`src/rtl/uart_rx_framed.sv`:
```
// uart_rx_framed
//   Oversampling UART receiver with configurable data width, parity and stop
//   bits, 2-of-3 majority bit decisions and a valid/ready output holding
//   register with overrun detection.
//
// Ports
//   clk        in   system clock
//   rst        in   asynchronous active-low reset
//   RxD        in   asynchronous serial line, idles high
//   rx_data    out  received word, first bit received at the LSB
//   rx_valid   out  rx_data (and the error flags) are held valid
//   rx_ready   in   consumer accepts the held word
//   parity_err out  parity mismatch on the held word
//   frame_err  out  a stop bit of the held word was sampled low
//   overrun    out  an unaccepted word was overwritten (sticky until accept)
//   busy       out  receiver is inside a frame
//
// state | meaning
// IDLE  | waiting for a high-to-low edge on an armed (seen-high) line
// START | checking the start bit at mid-bit; a high sample is a glitch
// DATA  | shifting in DATA_BITS majority-decided bits, LSB first
// PAR   | deciding the parity bit and computing the parity error
// STOP  | deciding STOP_BITS stop bits; the last decision loads the output
module uart_rx_framed #(
  parameter int CLK_FREQ   = 50_000_000,
  parameter int BAUD       = 115_200,
  parameter int OVERSAMPLE = 16,
  parameter int DATA_BITS  = 8,
  parameter int PARITY     = 0,
  parameter int STOP_BITS  = 1
) (
  input  logic                 clk,
  input  logic                 rst,
  input  logic                 RxD,
  output logic [DATA_BITS-1:0] rx_data,
  output logic                 rx_valid,
  input  logic                 rx_ready,
  output logic                 parity_err,
  output logic                 frame_err,
  output logic                 overrun,
  output logic                 busy
);

  localparam int TICK_DEN = BAUD * OVERSAMPLE;
  localparam int DIV_RAW  = (CLK_FREQ + TICK_DEN / 2) / TICK_DEN;
  localparam int DIV      = (DIV_RAW < 1) ? 1 : DIV_RAW;
  localparam int DIV_W    = (DIV > 1) ? $clog2(DIV) : 1;
  localparam int OS_W     = $clog2(OVERSAMPLE);
  localparam int BIT_W    = $clog2(DATA_BITS);

  localparam logic [DIV_W-1:0] DIV_LOAD  = DIV_W'(DIV - 1);
  // bit_tmr counts down from OVERSAMPLE-1, so tick index k within a bit
  // corresponds to bit_tmr == OVERSAMPLE-1-k.
  localparam logic [OS_W-1:0]  OS_LOAD   = OS_W'(OVERSAMPLE - 1);
  localparam logic [OS_W-1:0]  TC_S0     = OS_W'(OVERSAMPLE / 2);
  localparam logic [OS_W-1:0]  TC_S1     = OS_W'(OVERSAMPLE / 2 - 1);
  localparam logic [OS_W-1:0]  TC_S2     = OS_W'(OVERSAMPLE / 2 - 2);
  localparam logic [BIT_W-1:0] BIT_LOAD  = BIT_W'(DATA_BITS - 1);
  localparam logic             STOP_LOAD = (STOP_BITS == 2) ? 1'b1 : 1'b0;

  typedef enum logic [2:0] {IDLE, START, DATA, PAR, STOP} state_t;

  state_t                 state;
  logic                   rxd_meta, rxd_sync;
  logic [1:0]             sync_vld;
  logic                   armed;
  logic [DIV_W-1:0]       div_cnt;
  logic [OS_W-1:0]        bit_tmr;
  logic [BIT_W-1:0]       bit_cnt;
  logic                   stop_cnt;
  logic [1:0]             smp;
  logic [DATA_BITS-1:0]   shreg;
  logic                   perr_acc, ferr_acc;

  logic tick, start_det, at_s0, at_s1, at_dec, at_end;
  logic bit_maj, ferr_now, load;

  assign tick      = (div_cnt == '0);
  assign start_det = (state == IDLE) && armed && !rxd_sync;
  assign at_s0     = tick && (bit_tmr == TC_S0);
  assign at_s1     = tick && (bit_tmr == TC_S1);
  assign at_dec    = tick && (bit_tmr == TC_S2);
  assign at_end    = tick && (bit_tmr == '0);
  // Third sample is taken live on the deciding tick.
  assign bit_maj   = (smp[0] & smp[1]) | (smp[0] & rxd_sync) | (smp[1] & rxd_sync);
  assign ferr_now  = ferr_acc | ~bit_maj;
  assign load      = (state == STOP) && at_dec && (stop_cnt == 1'b0);

  // sync_vld keeps the reset value of the synchroniser from being taken as
  // a real high level on the line.
  always_ff @(posedge clk or negedge rst) begin
    if (!rst) begin
      rxd_meta <= 1'b1;
      rxd_sync <= 1'b1;
      sync_vld <= 2'b00;
    end else begin
      rxd_meta <= RxD;
      rxd_sync <= rxd_meta;
      sync_vld <= {sync_vld[0], 1'b1};
    end
  end

  always_ff @(posedge clk or negedge rst) begin
    if (!rst) begin
      div_cnt <= '0;
    end else if (start_det || tick) begin
      div_cnt <= DIV_LOAD;
    end else begin
      div_cnt <= div_cnt - 1'b1;
    end
  end

  always_ff @(posedge clk or negedge rst) begin
    if (!rst) begin
      state      <= IDLE;
      armed      <= 1'b0;
      bit_tmr    <= '0;
      bit_cnt    <= '0;
      stop_cnt   <= 1'b0;
      smp        <= '0;
      shreg      <= '0;
      perr_acc   <= 1'b0;
      ferr_acc   <= 1'b0;
      busy       <= 1'b0;
      rx_data    <= '0;
      rx_valid   <= 1'b0;
      parity_err <= 1'b0;
      frame_err  <= 1'b0;
      overrun    <= 1'b0;
    end else begin
      if ((state != IDLE) && tick) begin
        bit_tmr <= (bit_tmr == '0) ? OS_LOAD : bit_tmr - 1'b1;
        if (at_s0) smp[0] <= rxd_sync;
        if (at_s1) smp[1] <= rxd_sync;
      end

      // Bit decisions advance the state mid-bit; bit_tmr keeps the bit
      // boundaries, so the next decision lands in the following bit.
      case (state)
        IDLE: begin
          if (start_det) begin
            state    <= START;
            armed    <= 1'b0;
            busy     <= 1'b1;
            bit_tmr  <= OS_LOAD;
            perr_acc <= 1'b0;
            ferr_acc <= 1'b0;
          end else if (rxd_sync && sync_vld[1]) begin
            armed <= 1'b1;
          end
        end
        START: begin
          if (at_s1 && rxd_sync) begin
            state <= IDLE;
            busy  <= 1'b0;
          end else if (at_end) begin
            state   <= DATA;
            bit_cnt <= BIT_LOAD;
          end
        end
        DATA: begin
          if (at_dec) begin
            shreg <= {bit_maj, shreg[DATA_BITS-1:1]};
            if (bit_cnt == '0) begin
              stop_cnt <= STOP_LOAD;
              state    <= (PARITY != 0) ? PAR : STOP;
            end else begin
              bit_cnt <= bit_cnt - 1'b1;
            end
          end
        end
        PAR: begin
          if (at_dec) begin
            perr_acc <= (PARITY == 1) ? ~(^shreg ^ bit_maj) : (^shreg ^ bit_maj);
            state    <= STOP;
          end
        end
        STOP: begin
          if (at_dec) begin
            if (stop_cnt == 1'b0) begin
              state <= IDLE;
              busy  <= 1'b0;
            end else begin
              stop_cnt <= 1'b0;
              ferr_acc <= ferr_now;
            end
          end
        end
        default: begin
          state <= IDLE;
          busy  <= 1'b0;
        end
      endcase

      // A load coinciding with an acceptance replaces the word cleanly.
      if (load) begin
        rx_data    <= shreg;
        parity_err <= perr_acc;
        frame_err  <= ferr_now;
        rx_valid   <= 1'b1;
        if (rx_valid) overrun <= !rx_ready;
      end else if (rx_valid && rx_ready) begin
        rx_valid <= 1'b0;
        overrun  <= 1'b0;
      end
    end
  end

endmodule

```
`config.mk`:
```
export PLATFORM = sky130hd
export DESIGN_NAME = uart_rx_framed
export DESIGN_NICKNAME = d
export VERILOG_FILES = /design/src/rtl/uart_rx_framed.sv
export SDC_FILE = /design/constraint.sdc
export NUM_CORES = 1
export LEC_CHECK = 0
export CAP_MARGIN = 0
export CORE_MARGIN = 2
export CORE_UTILIZATION = 35
export CTS_CLUSTER_SIZE = 40
export DETAILED_ROUTE_END_ITERATION = 16
export DONT_BUFFER_PORTS = 1
export GPL_ROUTABILITY_DRIVEN = 1
export GPL_TIMING_DRIVEN = 0
export PLACE_DENSITY = 0.61
export SYNTH_ARGS = -nofsm -noshare
export SYNTH_HDL_FRONTEND = slang
export SYNTH_SLANG_ARGS = --single-unit
```
`constraint.sdc`:
```
create_clock -name clk -period 3.2 [get_ports clk]
set_input_delay 0.32 -clock clk [delete_from_list [all_inputs] [get_ports clk]]
set_output_delay 0.32 -clock clk [all_outputs]
set_load 0.05 [all_outputs]
```
==> flow_summary.json, run 1 <==
{
  "fin_skew_ns": 0.0130,
  "final_hold_viol_count": 0,
  "synth_edf_count": 0,
  "yosysMostFrequentCell": "dfrtp_1",
  "via_count": 1348,
  "drt-initial-drc-count": 35,
  "grt_pass1_wl_um": 6610,
  "critPathArrivalTime_ns": 2.64,
  "postSynthCellCount": 187,
  "place_ws_ns": 0.768,
  "die_w_um": 83.4,
  "cts_setup_buffers": 0,
  "drt-wirelength-per-cell_um": 13.5,
  "postCtsResizedCells": 0,
  "cts-buffers-inserted": 5,
  "crit_path_max_incr_delay_ns": 0.65,
  "pwr-share-seq_pct": 50.2,
  "synth_largest_area_cell": "dfrtp_1",
  "synth_cell_type_count": 44,
  "p_int_mw": 1.01,
  "hold_path_class": "in -> reg",
  "netSwitchingPower_mw": 0.437,
  "final.min_clock_period_ns": 2.46,
  "global_route.usage.total_pct": 11.6,
  "post-route-drc-count": 0,
  "nNetsFinal": 209,
  "postSynthRegisterBits": 45,
  "timing_max_transition_violations_final": 0,
  "detail-route-antenna-nets": 0,
  "fp.coreArea_um2": 6030,
  "port_buffers": 0,
  "clock-sinks": 45,
  "globalplace.congestion": 0.782,
  "initial_core_util_pct": 36.6,
  "crit_path_start_kind": "register",
  "setup_ws_ns": 0.740,
  "globalRouteOverflowTotal": 0,
  "required_ns": 3.38,
  "async_reset_ff_share_pct": 100,
  "dieHeight_um": 83.4,
  "finalSetupTns_ns": 0,
  "areaGrowthSynthToFinish_pct": 11.5,
  "total_routed_wirelength_um": 3680,
  "pin_count_of_the_biggest_net_entering_global_routing": 46,
  "netSwitchingFraction_pct": 30.2,
  "cts_tree": "done",
  "power_per_cell_area_nw_per_um2": 587,
  "synthesis.yosys.warnings": 0,
  "finalSetupViolations": 0,
  "tightestPinTransition_ns": 0.781,
  "avg_inst_size_synth_um2": 11.8,
  "depth_of_the_worst_register_to_register_path": 6,
  "layoutNonFillerInstCount": 273,
  "cts.path.max_buffers": 2,
  "worst_r2r_endpoint": "bit_cnt[1]",
  "detailedRoute.firstPassIterationCount": 4,
  "combinationalPowerShare_pct": 19.9,
  "number_of_global_route_vias_before_repair": 1373,
  "crit_type": "reg -> reg",
  "dominantRegCellSynth": "dfrtp_1",
  "run_status": "complete, no violations",
  "dp_hpwl_um": 2610,
  "route.detailed.vias_per_inst": 4.94,
  "synth.yosys.seq_area_share_pct": 51.1,
  "rows": 28,
  "antenna_cells_inserted": 0,
  "yosys-top-cells-count": "43 x dfrtp_1, 19 x nand2_1, 13 x mux2_1, 12 x nor2_1",
  "post_dp_cell_area_um2": 2300,
  "critical_path_origin": "div_cnt[0]",
  "main_area_contributors_after_synthesis": "dfrtp_1 49%, mux2_1 6.6%, mux2_4 4.8%, ha_1 4.5%, xnor2_1 4.0%",
  "fmaxAchievable_mhz": 406,
  "max_ir_drop_vdd_v": 0.000215,
  "timing.max_slew.rel_slack_pct": 47.2,
  "grt_antenna_before_repair": 0,
  "clock_edge_transition_at_the_registers_on_the_reported_setup_and_hold_paths_ns": 0.09,
  "stdcell_area_um2": 2460,
  "placedCellCount": 262,
  "ctsHtreeMaxLevel": 2,
  "power_leakage_nw": 1.14,
  "regToRegSetupSlack_ns": 0.74,
  "endpoint_kind": "register",
  "insertion_delay_ns": 0.30,
  "share_clk_of_total_power_pct": 29.8,
  "design.die.area_um2": 6960,
  "critical_path.cell_chain": "inv_1, ha_1, nor4b_1, a21boi_0, a2111oi_4, mux2_1",
  "critical_path.endpoint": "bit_cnt[1]",
  "synth.cell_area_um2": 2210,
  "layout_worst_path_cycle_share_pct": 76.9,
  "synth_top_area_share_pct": 48.7,
  "net_count_of_the_mapped_netlist": 199,
  "pin_count": 17,
  "cap_violations": 0,
  "rr_startpoint": "div_cnt[0]",
  "critical_path.max_fanout": 5,
  "rsz_0062_raised_after_global_routing": "false",
  "cpMaxStageDelayCell": "nor4b_1",
  "post_route_cells_drive_above_1_share_pct": 12.1,
  "clk_root_buffer_cell": "clkbuf_8"
}
==> final cells by class <==
class                           count  area [um2]
Tap cell                           75        93.8
Inverter                           10        37.5
Fill cell                         585        3560
Clock inverter                      3        43.8
Clock buffer                        5        68.8
Multi-Input combinational cell    126        1010
Timing Repair Buffer                3        47.5
Sequential cell                    45        1130
Buffer                              6        33.8
==> power by group through the flow <==
stage	Sequential, mW	Combinational (mW)	Clock, mW
finish	0.726	0.288	0.431
detailed placement	0.734	0.277	0
CTS	0.726	0.294	0.450
floorplan	0.718	0.227	0
global route	0.738	0.332	0.470
global placement	0.735	0.266	0
==> stage by stage <==
step / hold slack [ns] / power [mW] / util (%)
2_1_floorplan: 0.0244 / 0.945 / -
3_3_place_gp: 0.0255 / 1.00 / 38.2
3_5_place_dp: 0.0253 / 1.01 / 38.2
4_1_cts: 0.0849 / 1.47 / 40.9
5_1_grt: 0.0774 / 1.54 / 40.9
6_report: 0.0969 / 1.45 / 40.9
==> routing by layer <==
| layer | wire length (um) | vias to the layer above | GRT usage, % |
|---|---|---|---|
| met4 | 54 | 0 | 4.84 |
| met2 | 1640 | 16 | 17.3 |
| met3 | 119 | 7 | 2.98 |
| met5 | 0 | - | 0 |
| li1 | - | 659 | - |
| met1 | 1870 | 666 | 16.2 |
==> state kept, by name, summed over array words and instances, names as in the netlist, 2 cells and up <==
register and cells:
rx_data 8, shreg 8, div_cnt 5, bit_tmr 4
bit_cnt 3, state 3, smp 2, sync_vld 2
==> worst max-delay path, delay by kind of cell, from the launching register on <==
family | cells | cell delay (ns)
flops | 1 | 0.41
mux | 1 | 0.36
buf+inv | 1 | 0.09
fa+ha+maj | 1 | 0.16
compound gates | 2 | 0.68
simple gates | 1 | 0.65
==> cells in the final DEF, fill, tap and decap left out, types with 2 or more instances in the layout <==
master and n:
a21oi_1 5, and2_1 3, clkbuf_1 4, clkbuf_8 5, dfrtp_1 43, dfstp_2 2
dlygate4sd3_1 2, ha_1 8, inv_1 10, mux2_1 13, mux2_4 7, nand2_1 19
nand3b_1 2, nor2_1 12, nor2b_1 4, nor3_1 4, nor3b_1 3, nor4b_1 2
o211a_1 3, o211ai_1 2, o21ai_0 5, o21ai_1 2, xnor2_1 10, xor2_1 2
==> timing repair <==
action / CTS / global route
hold buffers: 3 / 0
setup endpoints to repair: 0 / 0
endpoints found under the hold margin: 46 / 0
==> cells by family after synthesis <==
logic type      Yosys count  synth area share (%)
other cells               1                 0.170
mux                      22                  12.4
flops                    45                  51.1
fa+ha+maj                 9                  4.99
compound gates           24                  8.33
buf+inv                  16                  3.23
xor+xnor                 13                  5.78
simple gates             57                  14.1
==> how the worst min path moves through the flow <==
| stage | cells after the start | endpoint | startpoint |
|---|---|---|---|
| after floorplan | 0 | armed | rst |
| after CTS | 1 | overrun | rx_ready |
| final | 1 | overrun | rx_ready |
| after detailed placement | 0 | state[2] | rst |
| after global placement | 0 | rx_data[3] | rst |
| after global routing | 1 | overrun | rx_ready |
Note: power is estimated with default switching activity, not from simulation.
==> inputs of run 2 (changes only) <==
==> constraint.sdc (replaced) <==
create_clock -name clk -period 2.55 [get_ports clk]
set_input_delay 0.255 -clock clk [delete_from_list [all_inputs] [get_ports clk]]
set_output_delay 0.255 -clock clk [all_outputs]
set_load 0.05 [all_outputs]
==> run 2 against run 1 <==
  * Worst hold slack got worse by 0.065 ns
  * Clock skew unchanged
  * Critical path type unchanged
  * Non-clock buffer count is the same
  * Die area unchanged
==> flow_summary.json, run 2 (synthesis gave the netlist of run 1 again) <==
{
  "run_status": "complete, no violations",
  "via_count": 1349,
  "crit_path_max_incr_delay_ns": 0.43,
  "route.detailed.vias_per_inst": 4.94,
  "final.min_clock_period_ns": 2.40,
  "multi_input_comb_area_um2": 1010,
  "n_fill_cell": 583,
  "total_routed_wirelength_um": 3690,
  "post_route_cells_drive_above_1_share_pct": 12.6,
  "dieHeight_um": 83.4,
  "cts-buffers-inserted": 5,
  "initial_core_util_pct": 36.6,
  "ff_latch_area_um2": 1130,
  "most-common-layout-cells": "43 x dfrtp_1, 19 x nand2_1, 13 x mux2_1",
  "timing.max_slew.rel_slack_pct": 60.1,
  "total_buffers_and_inverters_traversed_by_the_critical_path": 2,
  "global_route.usage.total_pct": 11.6,
  "finalSetupTns_ns": 0,
  "critical_path.max_fanout": 10,
  "cpMaxStageDelayCell": "or4b_1",
  "max_ir_drop_vdd_v": 0.000270,
  "biggestRegsByFlops": "rx_data: 8 flops, shreg: 8 flops, div_cnt: 5 flops",
  "pin_count": 17,
  "fp.coreArea_um2": 6030,
  "nNetsFinal": 209,
  "fin_skew_ns": 0.0130,
  "layout_worst_path_cycle_share_pct": 94.0,
  "rows": 28,
  "globalplace.congestion": 0.782,
  "areaGrowthSynthToFinish_pct": 11.8,
  "cts_tree": "done",
  "power_leakage_nw": 1.14,
  "dp_hpwl_um": 2610,
  "die_w_um": 83.4,
  "timing_max_transition_violations_final": 0,
  "critPathArrivalTime_ns": 2.58,
  "power_per_cell_area_nw_per_um2": 737,
  "crit_type": "reg -> reg",
  "insertion_delay_ns": 0.30,
  "fmaxAchievable_mhz": 417,
  "port_buffers": 0,
  "detailedRoute.firstPassIterationCount": 4,
  "critical-path-top-delay-family": "compound AO/OA/AOI/OAI gates",
  "final_hold_viol_count": 0,
  "rsz_0062_raised_after_global_routing": "false",
  "design.die.area_um2": 6960,
  "final_common_cell": "dfrtp_1",
  "crit_path_start_kind": "register",
  "ctsHtreeMaxLevel": 2,
  "clock_edge_transition_at_the_registers_on_the_reported_setup_and_hold_paths_ns": 0.09,
  "clock-sinks": 45,
  "placedCellCount": 262,
  "detail-route-antenna-nets": 0,
  "required_ns": 2.73,
  "finalSetupViolations": 0,
  "post-route-drc-count": 0,
  "number_of_global_route_vias_before_repair": 1373,
  "layoutNonFillerInstCount": 273,
  "grt_antenna_before_repair": 0,
  "grt_pass1_wl_um": 6610,
  "clk_root_buffer_cell": "clkbuf_8",
  "drt-wirelength-per-cell_um": 13.5,
  "cts.path.max_buffers": 2,
  "antenna_cells_inserted": 0,
  "drt-initial-drc-count": 35,
  "critical_path.cell_chain": "inv_1, ha_1, or4b_1, buf_4, o211a_1, a2111oi_4, mux2_1",
  "globalRouteOverflowTotal": 0,
  "endpoint_kind": "register",
  "tightestPinTransition_ns": 0.595,
  "hold_path_class": "in -> reg",
  "cap_violations": 0,
  "pin_count_of_the_biggest_net_entering_global_routing": 46
}
==> run 2: layout make-up <==
cell class / instances / area share [%]
sequential: 45 / 45.7
clock buffer: 5 / 2.79
inverter: 10 / 1.52
timing repair buffer: 3 / 1.93
clock inverter: 3 / 1.77
multi-input combinational: 126 / 41.1
tap: 75 / 3.80
buffer: 6 / 1.37
==> run 2: path summary, 6_finish.rpt <==
kind / startpoint / endpoint / slack [ns] / cells after the start
min: rx_ready / overrun / 0.03 / 1
max reg2reg: div_cnt[0] / bit_cnt[1] / 0.15 / 7
max: div_cnt[0] / bit_cnt[1] / 0.15 / 7
max in group asynchronous: rst / rxd_sync / 1.82 / 2
min reg2reg: sync_vld[0] / sync_vld[1] / 0.36 / 0
min in group asynchronous: rst / state[0] / 0.46 / 2
==> run 2: per-stage QoR <==
step	util, %	setup WS [ns]	hold slack, ns	power (mW)	instance area [um2]
6_report	41.0	0.153	0.0319	1.82	2470
5_1_grt	41.0	0.0379	0.0124	1.94	2470
4_1_cts	40.9	0.0702	0.0199	1.84	2460
3_5_place_dp	38.2	0.118	-0.0397	1.27	2300
3_3_place_gp	38.2	0.0800	-0.0395	1.26	2300
2_1_floorplan	-	0.326	-0.0406	1.19	2210
==> run 2: what timing repair did <==
item,in CTS,in global routing
endpoints found under the setup margin,0,2
hold buffers,3,0
buffers inserted,0,0
hold endpoints to repair,46,0
gates resized for setup,0,1
==> run 2: metal layers <==
metal  up-vias  GRT usage (%)  part of all wire [%]
li1        659              -                     -
met1       667           16.2                    51
met2        16           17.3                    44
met3         7           2.98                   3.2
met4         0           4.84                   1.5
met5         -              0                     0
==> run 2: report_power, final <==
part	total [mW]	internal (mW)	switching [mW]
combinational	0.363	0.166	0.198
sequential	0.915	0.807	0.108
clock	0.541	0.294	0.247
total	1.82	1.27	0.553
==> inputs of run 3 (changes only) <==
--- a/config.mk
+++ b/config.mk
@@ -5,15 +5,15 @@
 export SDC_FILE = /design/constraint.sdc
 export NUM_CORES = 1
 export LEC_CHECK = 0
+export BUFFER_PORTS_ARGS = -buffer_cell sky130_fd_sc_hd__buf_4
 export CAP_MARGIN = 0
 export CORE_MARGIN = 2
 export CORE_UTILIZATION = 35
 export CTS_CLUSTER_SIZE = 40
 export DETAILED_ROUTE_END_ITERATION = 16
-export DONT_BUFFER_PORTS = 1
 export GPL_ROUTABILITY_DRIVEN = 1
 export GPL_TIMING_DRIVEN = 0
-export PLACE_DENSITY = 0.61
+export PLACE_DENSITY = 0.63
 export SYNTH_ARGS = -nofsm -noshare
 export SYNTH_HDL_FRONTEND = slang
 export SYNTH_SLANG_ARGS = --single-unit
==> run 3 against run 2 <==
  * Clock power is 3.9% higher
  * Setup slack better by 0.020 ns
  * Clock-buffer cell count stayed put
  * Utilization is 1.5 points higher
  * Flip-flop and latch count stayed put
  * Via count is 3.0% higher
  * Largest cell class unchanged
  * Cell count is 5.1% higher
  * Critical path type unchanged
  * Maximum frequency is 0.84% higher
  * First-iteration DRC count is 71% higher
==> flow_summary.json, run 3 (synthesis gave the netlist of run 1 again) <==
{
  "antenna_cells_inserted": 0,
  "wl_met2_um": 1590,
  "rsz_0062_raised_after_global_routing": "false",
  "biggestRegsByFlops": "rx_data: 8 flops, shreg: 8 flops, div_cnt: 5 flops",
  "crit_type": "reg -> reg",
  "detailedRoute.firstPassIterationCount": 4,
  "via_count": 1390,
  "globalplace.congestion": 0.807,
  "run_status": "complete, no violations",
  "drt-wirelength-per-cell_um": 12.8,
  "dieHeight_um": 83.4,
  "post_dp_cell_area_um2": 2420,
  "number_of_global_route_vias_before_repair": 1341,
  "fp.coreArea_um2": 6030,
  "final_common_cell": "dfrtp_1",
  "final.min_clock_period_ns": 2.38,
  "setup_ws_ns": 0.173,
  "required_ns": 2.74,
  "maxUsedRoutingLayer": "met4",
  "pin_count": 17,
  "wl_met3_um": 102,
  "p_total_mw": 1.84,
  "post_route_cells_drive_above_1_share_pct": 18.9,
  "globalRouteOverflowTotal": 0,
  "tightestPinTransition_ns": 0.587,
  "cts_tree": "done",
  "fmaxAchievable_mhz": 421,
  "wl_met1_um": 1930,
  "n_fill_cell": 589,
  "timing_max_transition_violations_final": 0,
  "total_routed_wirelength_um": 3680,
  "cap_violations": 0,
  "initial_core_util_pct": 36.6,
  "clock-sinks": 45,
  "most-common-layout-cells": "43 x dfrtp_1, 19 x nand2_1, 17 x buf_4",
  "finalSetupViolations": 0,
  "timing.max_slew.rel_slack_pct": 60.6,
  "grt_pass1_wl_um": 6470,
  "place_ws_ns": 0.120,
  "clock_edge_transition_at_the_registers_on_the_reported_setup_and_hold_paths_ns": 0.09,
  "fin_skew_ns": 0.00630,
  "design.die.area_um2": 6960,
  "hold_path_class": "in -> reg",
  "ctsHtreeMaxLevel": 2,
  "stdcell_area_um2": 2560,
  "insertion_delay_ns": 0.30,
  "critPathArrivalTime_ns": 2.56,
  "final_hold_viol_count": 0,
  "crit_path_start_kind": "register",
  "dp_hpwl_um": 2630,
  "global_route.usage.total_pct": 11.4,
  "port_buffers": 16,
  "detail-route-antenna-nets": 0,
  "clk_root_buffer_cell": "clkbuf_8",
  "power_leakage_nw": 1.21,
  "nNetsFinal": 223,
  "critical_path.max_fanout": 10,
  "pin_count_of_the_biggest_net_entering_global_routing": 46,
  "areaGrowthSynthToFinish_pct": 15.8,
  "layout_worst_path_cycle_share_pct": 93.2,
  "layout.core_utilization_pct": 42.4,
  "cts-buffers-inserted": 5,
  "post-route-drc-count": 0,
  "finalSetupTns_ns": 0,
  "cts.path.max_buffers": 2,
  "die_w_um": 83.4,
  "rows": 28,
  "grt_antenna_before_repair": 0,
  "route.detailed.vias_per_inst": 4.84,
  "max_ir_drop_vdd_v": 0.000353,
  "drt-initial-drc-count": 60,
  "power_per_cell_area_nw_per_um2": 719,
  "endpoint_kind": "register"
}
## run 3: changes by cell type in the layout (fill, tap and decap cells not counted), sizes merged
cell         delta
buf            +15
dlygate4sd3     -1
## run 3: final cells by class
class	count	area (um2)	share of cell area, %
flip-flops and latches	45	1130	44.1
multi-input cells	126	1010	39.7
repair buffers	17	130	5.09
well taps	75	93.8	3.67
clock buffers	5	68.8	2.69
clock inverters	3	50.0	1.96
inverters	10	37.5	1.47
plain buffers	6	33.8	1.32
## run 3: path summary, 6_finish.rpt
kind                            slack, ns  cells after the start     endpoint         from
max in group asynchronous            1.68                      2     rxd_meta          rst
worst max-delay path                 0.17                      7   bit_cnt[1]   div_cnt[0]
min in group asynchronous            0.48                      2   rx_data[3]          rst
worst max register to register       0.17                      7   bit_cnt[1]   div_cnt[0]
worst min register to register       0.36                      0  sync_vld[1]  sync_vld[0]
worst min-delay path                 0.06                      1     rxd_meta          RxD
## run 3: worst max-delay path: stages (launching register included)
cell and delay (ns):
dfrtp_1 0.41, inv_1 0.08, ha_1 0.16, or4b_1 0.43
buf_4 0.19, o211a_1 0.27, a2111oi_4 0.35, mux2_1 0.36
## run 3: where the power goes
group	internal (mW)	switching, mW	leakage [nW]
clock network	0.300	0.262	0.0603
logic	0.168	0.214	0.589
registers	0.808	0.0860	0.560
total	1.28	0.562	1.21
## run 3: what timing repair did
item,in CTS,in global routing
setup endpoints to repair,0,2
hold buffers,1,0
gates resized for setup,0,1
buffers inserted,0,0
endpoints found under the hold margin,43,0
## run 3: stage by stage
step	hold slack, ns	instances
3_3_place_gp	0.294	278
2_1_floorplan	-0.0406	187
3_5_place_dp	0.286	278
5_1_grt	0.0474	287
4_1_cts	0.0485	287
6_report	0.0588	287
## run 3: per-layer routing
metal / track usage (%) / vias to the layer above
li1: - / 691
met5: 0 / -
met3: 3.18 / 5
met2: 16.3 / 18
met4: 3.96 / 0
met1: 16.7 / 676
